## config.mk

```make
export PLATFORM = sky130hd
export DESIGN_NAME = acc_ctrl
export DESIGN_NICKNAME = d
export VERILOG_FILES = /design/src/rtl/acc_ctrl.sv
export SDC_FILE = /design/constraint.sdc
export NUM_CORES = 1
export LEC_CHECK = 0
export ABC_AREA = 1
export ABC_CLOCK_PERIOD_IN_PS = 2200
export BUFFER_PORTS_ARGS = -buffer_cell sky130_fd_sc_hd__buf_2
export CORE_ASPECT_RATIO = 1.2
export CORE_MARGIN = 10
export CORE_UTILIZATION = 54
export DETAILED_ROUTE_END_ITERATION = 8
export PLACE_DENSITY = 0.76
export SLEW_MARGIN = 25
export SYNTH_ARGS = -nofsm -noshare
export SYNTH_HDL_FRONTEND = slang
export SYNTH_SLANG_ARGS = --single-unit
```

## constraint.sdc

```tcl
create_clock -name clk -period 2.2 [get_ports clk]
set_clock_uncertainty 0.2 [all_clocks]
set_input_delay 0.44 -clock clk [delete_from_list [all_inputs] [get_ports clk]]
set_output_delay 0.44 -clock clk [all_outputs]
set_load 0.01 [all_outputs]
```

## src/rtl/acc_ctrl.sv

```systemverilog
// ============================================================================
// Module      : acc_ctrl
// Description : Beat-counting controller for a clear/enable accumulator with a
//               valid/ready result handshake and synchronous flush.
// Revision    : 1.0 - initial release
// ============================================================================
`default_nettype none

module acc_ctrl #(
  parameter int CNTW = 8
) (
  input  logic            clk,
  input  logic            rst_n,
  input  logic            start,
  input  logic [CNTW-1:0] k_len,
  input  logic            in_valid,
  output logic            in_ready,
  input  logic            flush,
  output logic            acc_en,
  output logic            acc_clr,
  output logic            out_valid,
  input  logic            out_ready,
  output logic            busy
);

  localparam logic [CNTW-1:0] C_ONE  = {{(CNTW-1){1'b0}}, 1'b1};
  localparam logic [CNTW-1:0] C_ZERO = '0;

  typedef enum logic [1:0] {
    ST_IDLE = 2'd0,
    ST_ACC  = 2'd1,
    ST_HOLD = 2'd2
  } state_t;

  state_t          r_state;
  state_t          w_state_nxt;
  logic [CNTW-1:0] r_cnt;
  logic [CNTW-1:0] w_cnt_nxt;
  logic [CNTW-1:0] r_klen;
  logic [CNTW-1:0] w_klen_nxt;

  always_ff @(posedge clk or negedge rst_n) begin
    if (!rst_n) begin
      r_state <= ST_IDLE;
      r_cnt   <= C_ZERO;
      r_klen  <= C_ZERO;
    end else begin
      r_state <= w_state_nxt;
      r_cnt   <= w_cnt_nxt;
      r_klen  <= w_klen_nxt;
    end
  end

  // Outputs are gated by rst_n so nothing leaks out while reset is held.
  always_comb begin
    w_state_nxt = r_state;
    w_cnt_nxt   = r_cnt;
    w_klen_nxt  = r_klen;
    in_ready    = 1'b0;
    acc_en      = 1'b0;
    acc_clr     = 1'b0;
    out_valid   = 1'b0;
    busy        = rst_n && (r_state != ST_IDLE);

    if (!rst_n) begin
      w_state_nxt = ST_IDLE;
    end else if (flush) begin
      acc_clr     = 1'b1;
      w_state_nxt = ST_IDLE;
      w_cnt_nxt   = C_ZERO;
    end else begin
      case (r_state)
        ST_IDLE: begin
          if (start) begin
            acc_clr     = 1'b1;
            w_klen_nxt  = k_len;
            w_cnt_nxt   = C_ZERO;
            w_state_nxt = (k_len == C_ZERO) ? ST_HOLD : ST_ACC;
          end
        end
        ST_ACC: begin
          in_ready = 1'b1;
          acc_en   = in_valid;
          if (in_valid) begin
            // cnt tops out at klen_q, so a full-range length never wraps
            w_cnt_nxt = r_cnt + C_ONE;
            if (r_cnt == r_klen - C_ONE) begin
              w_state_nxt = ST_HOLD;
            end
          end
        end
        ST_HOLD: begin
          out_valid = 1'b1;
          if (out_ready) begin
            w_state_nxt = ST_IDLE;
          end
        end
        default: begin
          w_state_nxt = ST_IDLE;
          w_cnt_nxt   = C_ZERO;
        end
      endcase
    end
  end

endmodule

`default_nettype wire

```

==> summary.txt, run 1 <==
antenna violations before repair = 0
global routing usage on met3 = 0.02611
PortBufs = 18
die boundary height = 73.18 µm
Worst-path clk slew = 0.10 ns
required time worst endpoint = 1.56 ns
Clock Latency Late Sink = 0.30 ns
H-tree levels = 1
met1 track demand over resource in global routing = 0.1501
Max Buffers Root-to-Sink = 2
number of setup violations in the final report = 0
worst reg2reg endpoint = r_state[0]$_DFFE_PN0P_
global-route wire length before repair = 5.023 mm
result of the run = finished clean
max cap viols = 0
leakage power = 0.7663 nW
reg2reg path depth = 13
maximum achievable frequency = 486.1 MHz
Reg power frac = 0.452
total global routing track utilization = 0.1307
critical path data arrival time = 1.42 ns
proportion of layout cells with a drive suffix above 1 = 0.2066
slowest stage delay, CP = 0.43 ns
class of the most critical setup path = reg -> out
proportion of netlist area held by the largest area contributor = 0.3540
initial detailed-routing violation count = 59
setup repair bufs after CTS = 0
number of search-and-repair iterations in the first detailed-routing pass = 4
Cell Int Power = 605.0 µW
starting density of the core = 0.5576
synth top area cells = sky130_fd_sc_hd__dfrtp_1 (35%), sky130_fd_sc_hd__nand2_1 (15%), sky130_fd_sc_hd__inv_1 (8.6%), sky130_fd_sc_hd__nor2_1 (8.3%), sky130_fd_sc_hd__nand3_1 (6.3%)
largest voltage drop on the vdd net = 536.0 µV
Routed WL per cell = 11.34 µm
most common cell after layout, fill and taps aside = sky130_fd_sc_hd__nand2_1
final cell count without fillers = 244
number of buffers added by the clock tree synthesis step = 3
num rows = 19
met2 track utilization from global routing = 0.2303
worst-path maximum fanout = 6
crit path capture type = primary output
largest delay contributor family on the critical path = flip-flops
Net Count, Synth = 206
shortest clock period the worst path allows after layout = 2.057 ns
mean post-synth cell area = 6.697 µm²
sequential cell area fraction in the yosys report = 0.3540
cell type with the largest total area after synthesis = sky130_fd_sc_hd__dfrtp_1
Cells after Synth = 190
via/cell ratio = 4.902
DP Cell Count = 239
# clock sinks = 18
stages on the worst setup path = 7
number of top-level pins = 19
startpoint class of the critical path = register
final worst-path cycle share = 0.9352
Distinct cells, synth = 24
relative area change from synthesis to final layout = 15.34%
flop-to-flop setup slack = 0.27 ns
final weighted congestion in routability-driven placement = 0.8361
Root Buffer Master = sky130_fd_sc_hd__clkbuf_4
Post-DP HPWL = 2.295 mm
transition time of the tightest slew-check pin = 0.4716 ns
Die ar. = 4706 µm²
crit path to = acc_en
routed vias = 1,196
cell-by-cell listing of the critical path = inv_2 -> nor2_4 -> nand2_2 -> nor2_2 -> nand2_1 -> inv_1 -> buf_2
setup repair after global routing missed its margin = no
area inside the core boundary = 2282 µm²
Min-Delay Path Class = in -> reg
Nets = 230
number of warnings printed during yosys synthesis = 0
number of antenna repair diodes = 0
startpoint of the lowest-slack register-to-register path = r_klen[0]$_DFFE_PN0P_
Worst slew margin = 0.6847
GRT busiest layer = met2
remaining number of nets flagged by the antenna check after routing = 0
synthesized flop and latch total = 18
number of design rule violations left after detail routing = 0
Post-Route Setup TNS = 0 ns
commonest non-fill, non-tap cells in the layout = sky130_fd_sc_hd__nand2_1 (49), sky130_fd_sc_hd__inv_1 (28), sky130_fd_sc_hd__nor2_1 (26)
number of max-slew violations in the final report = 0
NetSw = 360.5 µW
Die X = 64.32 µm
via count of the first global-routing pass = 1,219
CTS tree = done
buffers plus inverters on the worst setup path = 3
post-synthesis instance area = 1272 µm²
maximum number of pins on one net before global-route repair = 20
portion of total power attributed to the clock network = 0.213
final WL = 2.766 mm
Final Hold Viols = 0
Power Total = 965.5 µW
slowest cell on the critical path = sky130_fd_sc_hd__dfrtp_2
Remaining Overflow, GRT = 0
power density relative to cell area = 657.8 nW/µm²
fraction of power spent switching nets = 0.3734
share of total power in combinational logic = 0.335
Worst setup startpoint = r_state[0]$_DFFE_PN0P_
[how the worst min path moves through the flow]
stage                        start                    end  slack, ns  depth (start not counted)
after floorplan              rst_n   r_cnt[0]$_DFFE_PN0P_      -0.06                          0
after global placement       rst_n   r_cnt[0]$_DFFE_PN0P_       0.25                          2
after detailed placement     rst_n   r_cnt[1]$_DFFE_PN0P_       0.26                          2
after CTS                 k_len[6]  r_klen[6]$_DFFE_PN0P_       0.20                          3
after global routing      k_len[6]  r_klen[6]$_DFFE_PN0P_       0.20                          3
final                     k_len[6]  r_klen[6]$_DFFE_PN0P_       0.20                          3
[worst register-to-register path, delay by kind of cell (launching register included)]
| family | cells | cell delay, ns |
|---|---|---|
| AND/OR/NAND/NOR | 11 | 0.89 |
| flip-flops | 1 | 0.45 |
| adder cells (fa/ha/maj) | 1 | 0.20 |
| buffers and inverters | 1 | 0.09 |
[cells by family after synthesis]
| family | synth area share |
|---|---|
| compound gates | 0.08948 |
| flops | 0.3540 |
| fa+ha+maj | 0.01966 |
| buf+inv | 0.09537 |
| xor+xnor | 0.04130 |
| simple gates | 0.4002 |
[area by class of cell]
class / instances / area, µm²
inverter: 31 / 117.6
sequential: 18 / 454.2
fill: 222 / 814.5
multi-input combinational: 140 / 713.2
clock buffer: 4 / 36.28
tap: 31 / 38.79
timing repair buffer: 20 / 107.6
[timing repair]
action | in CTS | in global routing
hold buffers | 1 | 0
endpoints found under the setup margin | 0 | 3
endpoints found under the hold margin | 18 | 0
gates resized for setup | 0 | 8
[state kept, by name, indices dropped and copies added (netlist names)]
name and count:
r_klen 8, r_state 2, r_cnt 8
[metrics by stage]
step                  util  hold WS, ns  cell area (µm²)  setup slack [ns]
floorplan                -     -0.05559             1272            0.4225
global placement    0.6157       0.2507             1405            0.1555
detailed placement  0.6157       0.2641             1405            0.1046
CTS                 0.6360       0.1990             1451           0.03613
global route        0.6431       0.2026             1468           0.01851
finish              0.6431       0.2022             1468            0.1426
[power by group through the flow]
stage	Sequential [mW]	Clock [mW]	Combinational (mW)
after floorplan	0.423	0	0.249
after global placement	0.438	0	0.312
after detailed placement	0.440	0	0.320
after CTS	0.433	0.212	0.322
after global routing	0.450	0.221	0.381
final	0.436	0.205	0.324
[cells in the mapped netlist]
cell,n
sky130_fd_sc_hd__ha_1,2
sky130_fd_sc_hd__nand2_2,4
sky130_fd_sc_hd__nand3_1,16
sky130_fd_sc_hd__nor2_8,1
sky130_fd_sc_hd__clkinv_2,1
sky130_fd_sc_hd__nor2_4,2
sky130_fd_sc_hd__nand3_2,1
sky130_fd_sc_hd__nor2_1,28
sky130_fd_sc_hd__xor2_1,5
sky130_fd_sc_hd__a21boi_1,1
sky130_fd_sc_hd__o21ai_1,1
sky130_fd_sc_hd__nand4_1,1
sky130_fd_sc_hd__clkbuf_1,1
sky130_fd_sc_hd__o21ai_0,12
sky130_fd_sc_hd__inv_2,1
sky130_fd_sc_hd__o21ai_4,1
sky130_fd_sc_hd__xnor2_1,1
sky130_fd_sc_hd__inv_1,29
sky130_fd_sc_hd__nand2_1,50
sky130_fd_sc_hd__dfrtp_1,18
sky130_fd_sc_hd__a21oi_1,5
sky130_fd_sc_hd__nor2_2,2
sky130_fd_sc_hd__nor3_1,6
sky130_fd_sc_hd__nor3_2,1
[metal layers]
layer | up-vias | wire (µm) | share of wire
met3 | 5 | 83 | 0.030
met5 | - | 0 | 0
met4 | 0 | 48 | 0.017
li1 | 637 | - | -
met1 | 533 | 1201 | 0.43
met2 | 21 | 1433 | 0.52
Power figures use the tool's default switching activity.
==> run 2: changes to the inputs <==
--- a/config.mk
+++ b/config.mk
@@ -11,6 +11,7 @@
 export CORE_ASPECT_RATIO = 1.2
 export CORE_MARGIN = 10
 export CORE_UTILIZATION = 54
+export CTS_BUF_LIST = sky130_fd_sc_hd__clkbuf_4
 export DETAILED_ROUTE_END_ITERATION = 8
 export PLACE_DENSITY = 0.76
 export SLEW_MARGIN = 25
==> run 2 against run 1 <==
  * Sequential power about the same
  * Setup slack got worse by 0.0012 ns
  * Sequential cell count unchanged
  * Final cell count unchanged
  * Non-clock buffer count unchanged
  * Critical path depth unchanged
  * Die area unchanged
  * First-iteration DRC count increased by 20%
  * Clock-buffer cell count decreased by 1
  * Power decreased by 3.6%
  * Hold slack got worse by 0.0027 ns
  * Critical endpoint unchanged
==> summary.txt, run 2 (same netlist as run 1, synthesis figures left out) <==
Filler Cell Count = 224
number of max-slew violations in the final report = 0
leakage power = 0.7607 nW
final worst-path cycle share = 0.9358
relative area change from synthesis to final layout = 14.55%
Worst slew margin = 0.6840
PortBufs = 18
starting density of the core = 0.5576
Hold Path End = r_klen[6]$_DFFE_PN0P_
Die ar. = 4706 µm²
Nets = 230
reg2reg path depth = 13
most common cell after layout, fill and taps aside = sky130_fd_sc_hd__nand2_1
min setup slack post-route = 0.1414 ns
antenna violations before repair = 0
via count of the first global-routing pass = 1,217
largest voltage drop on the vdd net = 378.5 µV
largest registers ranked by flip-flop count = r_cnt x8, r_klen x8, r_state x2
number of antenna repair diodes = 0
worst reg2reg endpoint = r_state[0]$_DFFE_PN0P_
worst hold margin = 0.1996 ns
num rows = 19
number of search-and-repair iterations in the first detailed-routing pass = 4
number of buffers added by the clock tree synthesis step = 3
# clock sinks = 18
Final Hold Viols = 0
placement-stage worst setup slack = 0.1046 ns
number of design rule violations left after detail routing = 0
end-of-flow core utilization = 0.6387
Die X = 64.32 µm
result of the run = finished clean
class of the most critical setup path = reg -> out
Clock Latency Late Sink = 0.30 ns
Max Buffers Root-to-Sink = 2
Min-Delay Path Class = in -> reg
proportion of layout cells with a drive suffix above 1 = 0.2019
critical path data arrival time = 1.42 ns
via/cell ratio = 4.902
remaining number of nets flagged by the antenna check after routing = 0
number of top-level pins = 19
Min-Delay Startpoint = k_len[6]
Post-Route Setup TNS = 0 ns
CTS tree = done
flop-to-flop setup slack = 0.26 ns
hold depth = 3
Post-DP HPWL = 2.295 mm
max cap viols = 0
setup repair bufs after CTS = 0
shortest clock period the worst path allows after layout = 2.059 ns
startpoint class of the critical path = register
Routed WL per cell = 11.41 µm
commonest non-fill, non-tap cells in the layout = sky130_fd_sc_hd__nand2_1 (49), sky130_fd_sc_hd__inv_1 (28), sky130_fd_sc_hd__nor2_1 (26)
global-route wire length before repair = 5.050 mm
die boundary height = 73.18 µm
initial detailed-routing violation count = 71
Worst-path clk slew = 0.10 ns
Root Buffer Master = sky130_fd_sc_hd__clkbuf_4
wire length on met1 = 1.226 mm
total global routing track utilization = 0.1323
area inside the core boundary = 2282 µm²
transition time of the tightest slew-check pin = 0.4727 ns
final WL = 2.784 mm
final weighted congestion in routability-driven placement = 0.8361
H-tree levels = 1
Power Total = 930.4 µW
met2 wire len = 1.435 mm
top layer in use = met4
Remaining Overflow, GRT = 0
worst-path maximum fanout = 6
crit path capture type = primary output
maximum number of pins on one net before global-route repair = 20
met3 wirelength from detailed routing = 63 µm
startpoint of the lowest-slack register-to-register path = r_klen[0]$_DFFE_PN0P_
maximum achievable frequency = 485.8 MHz
power density relative to cell area = 638.3 nW/µm²
routed vias = 1,196
number of setup violations in the final report = 0
required time worst endpoint = 1.56 ns
setup repair after global routing missed its margin = no
run 2: cell count changes in the layout (fill, tap and decap cells not counted), sizes merged:
cell,delta
clkbuf,-1
clkinv,+1
run 2: how the worst max path moves through the flow:
stage,slack [ns],start,cells past startpoint,endpoint
floorplan,0.42,r_klen[0]$_DFFE_PN0P_,13,r_state[0]$_DFFE_PN0P_
detailed placement,0.10,r_klen[0]$_DFFE_PN0P_,13,r_state[0]$_DFFE_PN0P_
global route,0.02,r_state[0]$_DFFE_PN0P_,7,acc_en
global placement,0.16,r_klen[0]$_DFFE_PN0P_,13,r_state[0]$_DFFE_PN0P_
finish,0.14,r_state[0]$_DFFE_PN0P_,7,acc_en
CTS,0.03,r_state[0]$_DFFE_PN0P_,7,acc_en
run 2: layer usage:
metal / GRT usage / vias to the layer above
met5: 0 / -
met4: 0.05952 / 0
met3: 0.02611 / 5
met2: 0.2314 / 18
met1: 0.1510 / 536
li1: - / 637
run 2: worst max-delay path, cell delays in order (launching register included):
cell                      delay [ns]
sky130_fd_sc_hd__dfrtp_2        0.43
sky130_fd_sc_hd__inv_2          0.07
sky130_fd_sc_hd__nor2_4         0.09
sky130_fd_sc_hd__nand2_2        0.10
sky130_fd_sc_hd__nor2_2         0.15
sky130_fd_sc_hd__nand2_1        0.08
sky130_fd_sc_hd__inv_1          0.07
sky130_fd_sc_hd__buf_2          0.13
run 2: cell type report:
type                       instances  area [µm²]  share of cell area
clock inverter                     1       3.754            0.002575
timing repair buffer              20       107.6             0.07382
sequential                        18       454.2              0.3116
tap                               31       38.79             0.02661
clock buffer                       3       22.52             0.01545
inverter                          31       117.6             0.08069
multi-input combinational        140       713.2              0.4893
run 2: per-stage QoR:
stage | cell area, µm² | cells
floorplan | 1272 | 190
global placement | 1405 | 239
detailed placement | 1405 | 239
CTS | 1441 | 244
global route | 1458 | 244
finish | 1458 | 244
run 2: report_power, final:
group | switching (mW) | leakage (nW) | internal (mW)
combinational | 0.197 | 0.513 | 0.126
sequential | 0.0598 | 0.232 | 0.377
clock | 0.103 | 0.0154 | 0.0662
total | 0.360 | 0.761 | 0.570
run 2: what timing repair did:
| item | in CTS | in global routing |
|---|---|---|
| hold buffers | 1 | 0 |
| endpoints found under the hold margin | 18 | 0 |
| setup endpoints to repair | 0 | 3 |
| resized for setup | 0 | 8 |
==> run 3: changes to the inputs <==
--- a/config.mk
+++ b/config.mk
@@ -13,6 +13,7 @@
 export CORE_UTILIZATION = 54
 export CTS_BUF_LIST = sky130_fd_sc_hd__clkbuf_4
 export DETAILED_ROUTE_END_ITERATION = 8
+export MAX_ROUTING_LAYER = met4
 export PLACE_DENSITY = 0.76
 export SLEW_MARGIN = 25
 export SYNTH_ARGS = -nofsm -noshare
==> run 3 against run 2 <==
  * Cell area rose by 0.17%
  * Clock power fell by 3%
  * Utilization rose by 0.11 points
  * Sequential cell count did not move
  * Power rose by 0.77%
  * Die area did not move
  * Critical endpoint unchanged
==> summary.txt, run 3 (same netlist as run 1, synthesis figures left out) <==
final WL = 2.881 mm
Worst slew margin = 0.6752
global routing usage on met3 = 0.02919
final cell count without fillers = 245
shortest clock period the worst path allows after layout = 2.033 ns
largest voltage drop on the vdd net = 380.8 µV
Max Buffers Root-to-Sink = 2
final weighted congestion in routability-driven placement = 0.8658
H-tree levels = 1
Post-DP HPWL = 2.338 mm
# clock sinks = 18
Remaining Overflow, GRT = 0
number of antenna repair diodes = 0
met2 track utilization from global routing = 0.2303
result of the run = finished clean
Root Buffer Master = sky130_fd_sc_hd__clkbuf_4
worst-path maximum fanout = 4
worst hold margin = 0.2113 ns
initial detailed-routing violation count = 58
total non-filler cell area in the finished layout = 1460 µm²
share of total power in combinational logic = 0.360
crit path capture type = primary output
maximum number of pins on one net before global-route repair = 20
via/cell ratio = 4.988
Routed WL per cell = 11.76 µm
DP Cell Count = 239
buffers plus inverters on the worst setup path = 2
class of the most critical setup path = reg -> out
routed vias = 1,222
critical path data arrival time = 1.39 ns
Clock Latency Late Sink = 0.29 ns
portion of total power attributed to the clock network = 0.175
relative area change from synthesis to final layout = 14.75%
number of buffers added by the clock tree synthesis step = 3
commonest non-fill, non-tap cells in the layout = sky130_fd_sc_hd__nand2_1 (50), sky130_fd_sc_hd__inv_1 (28), sky130_fd_sc_hd__nor2_1 (26)
cell-by-cell listing of the critical path = nor2_4 -> nand2_2 -> nor2_2 -> nand2_1 -> inv_1 -> buf_2
Reg power frac = 0.465
num rows = 19
Nets = 231
GRT busiest layer = met2
final worst-path cycle share = 0.9239
global-route wire length before repair = 4.954 mm
Die ar. = 4706 µm²
fraction of power spent switching nets = 0.3876
PortBufs = 18
required time worst endpoint = 1.56 ns
number of design rule violations left after detail routing = 0
number of top-level pins = 19
CTS tree = done
power density relative to cell area = 642.1 nW/µm²
largest delay contributor family on the critical path = flip-flops
starting density of the core = 0.5576
leakage power = 0.7673 nW
placed standard-cell area = 1405 µm²
slowest cell on the critical path = sky130_fd_sc_hd__dfrtp_1
via count of the first global-routing pass = 1,242
die boundary height = 73.18 µm
total global routing track utilization = 0.1313
antenna violations before repair = 0
transition time of the tightest slew-check pin = 0.4859 ns
max cap viols = 0
Min-Delay Path Class = in -> reg
Die X = 64.32 µm
Power Total = 937.6 µW
number of search-and-repair iterations in the first detailed-routing pass = 6
startpoint class of the critical path = register
remaining number of nets flagged by the antenna check after routing = 0
Cell Int Power = 574.2 µW
Worst-path clk slew = 0.10 ns
Filler Cell Count = 219
largest registers ranked by flip-flop count = r_cnt x8, r_klen x8, r_state x2
NetSw = 363.4 µW
slowest stage delay, CP = 0.46 ns
maximum achievable frequency = 492.0 MHz
Final Hold Viols = 0
met1 track demand over resource in global routing = 0.1388
proportion of layout cells with a drive suffix above 1 = 0.1916
most common cell after layout, fill and taps aside = sky130_fd_sc_hd__nand2_1
number of setup violations in the final report = 0
number of max-slew violations in the final report = 0
area inside the core boundary = 2282 µm²
Post-Route Setup TNS = 0 ns
==> run 3: per-stage QoR <==
step,worst slack (ns),utilization
2_1_floorplan,0.4225,-
3_3_place_gp,0.1482,0.6157
3_5_place_dp,0.1032,0.6157
4_1_cts,0.06776,0.6316
5_1_grt,-0.002075,0.6398
6_report,0.1674,0.6398
==> run 3: worst paths after layout <==
check / slack [ns] / cells past startpoint / end / start
worst min-delay path: 0.21 / 3 / r_klen[4]$_DFFE_PN0P_ / k_len[4]
max in group asynchronous: 1.12 / 3 / r_state[0]$_DFFE_PN0P_ / rst_n
min in group asynchronous: 0.47 / 3 / r_state[1]$_DFFE_PN0P_ / rst_n
worst max-delay path: 0.17 / 6 / acc_en / r_state[1]$_DFFE_PN0P_
worst min register to register: 0.35 / 2 / r_klen[7]$_DFFE_PN0P_ / r_klen[7]$_DFFE_PN0P_
worst max register to register: 0.22 / 14 / r_state[0]$_DFFE_PN0P_ / r_klen[0]$_DFFE_PN0P_
==> run 3: worst min-delay path, stage by stage <==
cell	delay (ns)
sky130_fd_sc_hd__buf_2	0.09
sky130_fd_sc_hd__inv_1	0.05
sky130_fd_sc_hd__o21ai_0	0.08
==> run 3: what timing repair did <==
| item | in CTS | in global routing |
|---|---|---|
| setup buffers | 0 | 1 |
| hold buffers | 1 | 0 |
| hold endpoints to repair | 18 | 0 |
| setup endpoints to repair | 0 | 4 |
| resized for setup | 0 | 5 |
==> run 3: cell type report <==
| type | count | area, µm² | share of cell area |
|---|---|---|---|
| Multi-Input combinational cell | 140 | 710.7 | 0.4867 |
| Sequential cell | 18 | 451.7 | 0.3093 |
| Timing Repair Buffer | 21 | 115.1 | 0.07883 |
| Inverter | 31 | 117.6 | 0.08055 |
| Clock buffer | 3 | 22.52 | 0.01542 |
| Tap cell | 31 | 38.79 | 0.02656 |
| Clock inverter | 1 | 3.754 | 0.002571 |
==> run 3: power groups by stage <==
stage / registers, mW / clock network (mW) / logic [mW]
4_1_cts: 0.433 / 0.171 / 0.325
2_1_floorplan: 0.423 / 0 / 0.249
5_1_grt: 0.446 / 0.181 / 0.399
3_3_place_gp: 0.438 / 0 / 0.312
3_5_place_dp: 0.440 / 0 / 0.323
6_report: 0.436 / 0.164 / 0.337
==> run 3: metal layers <==
layer / vias to the layer above / wire, µm
met5: - / 0
met4: 0 / 59
met3: 8 / 96
met2: 26 / 1477
met1: 548 / 1247
li1: 640 / -
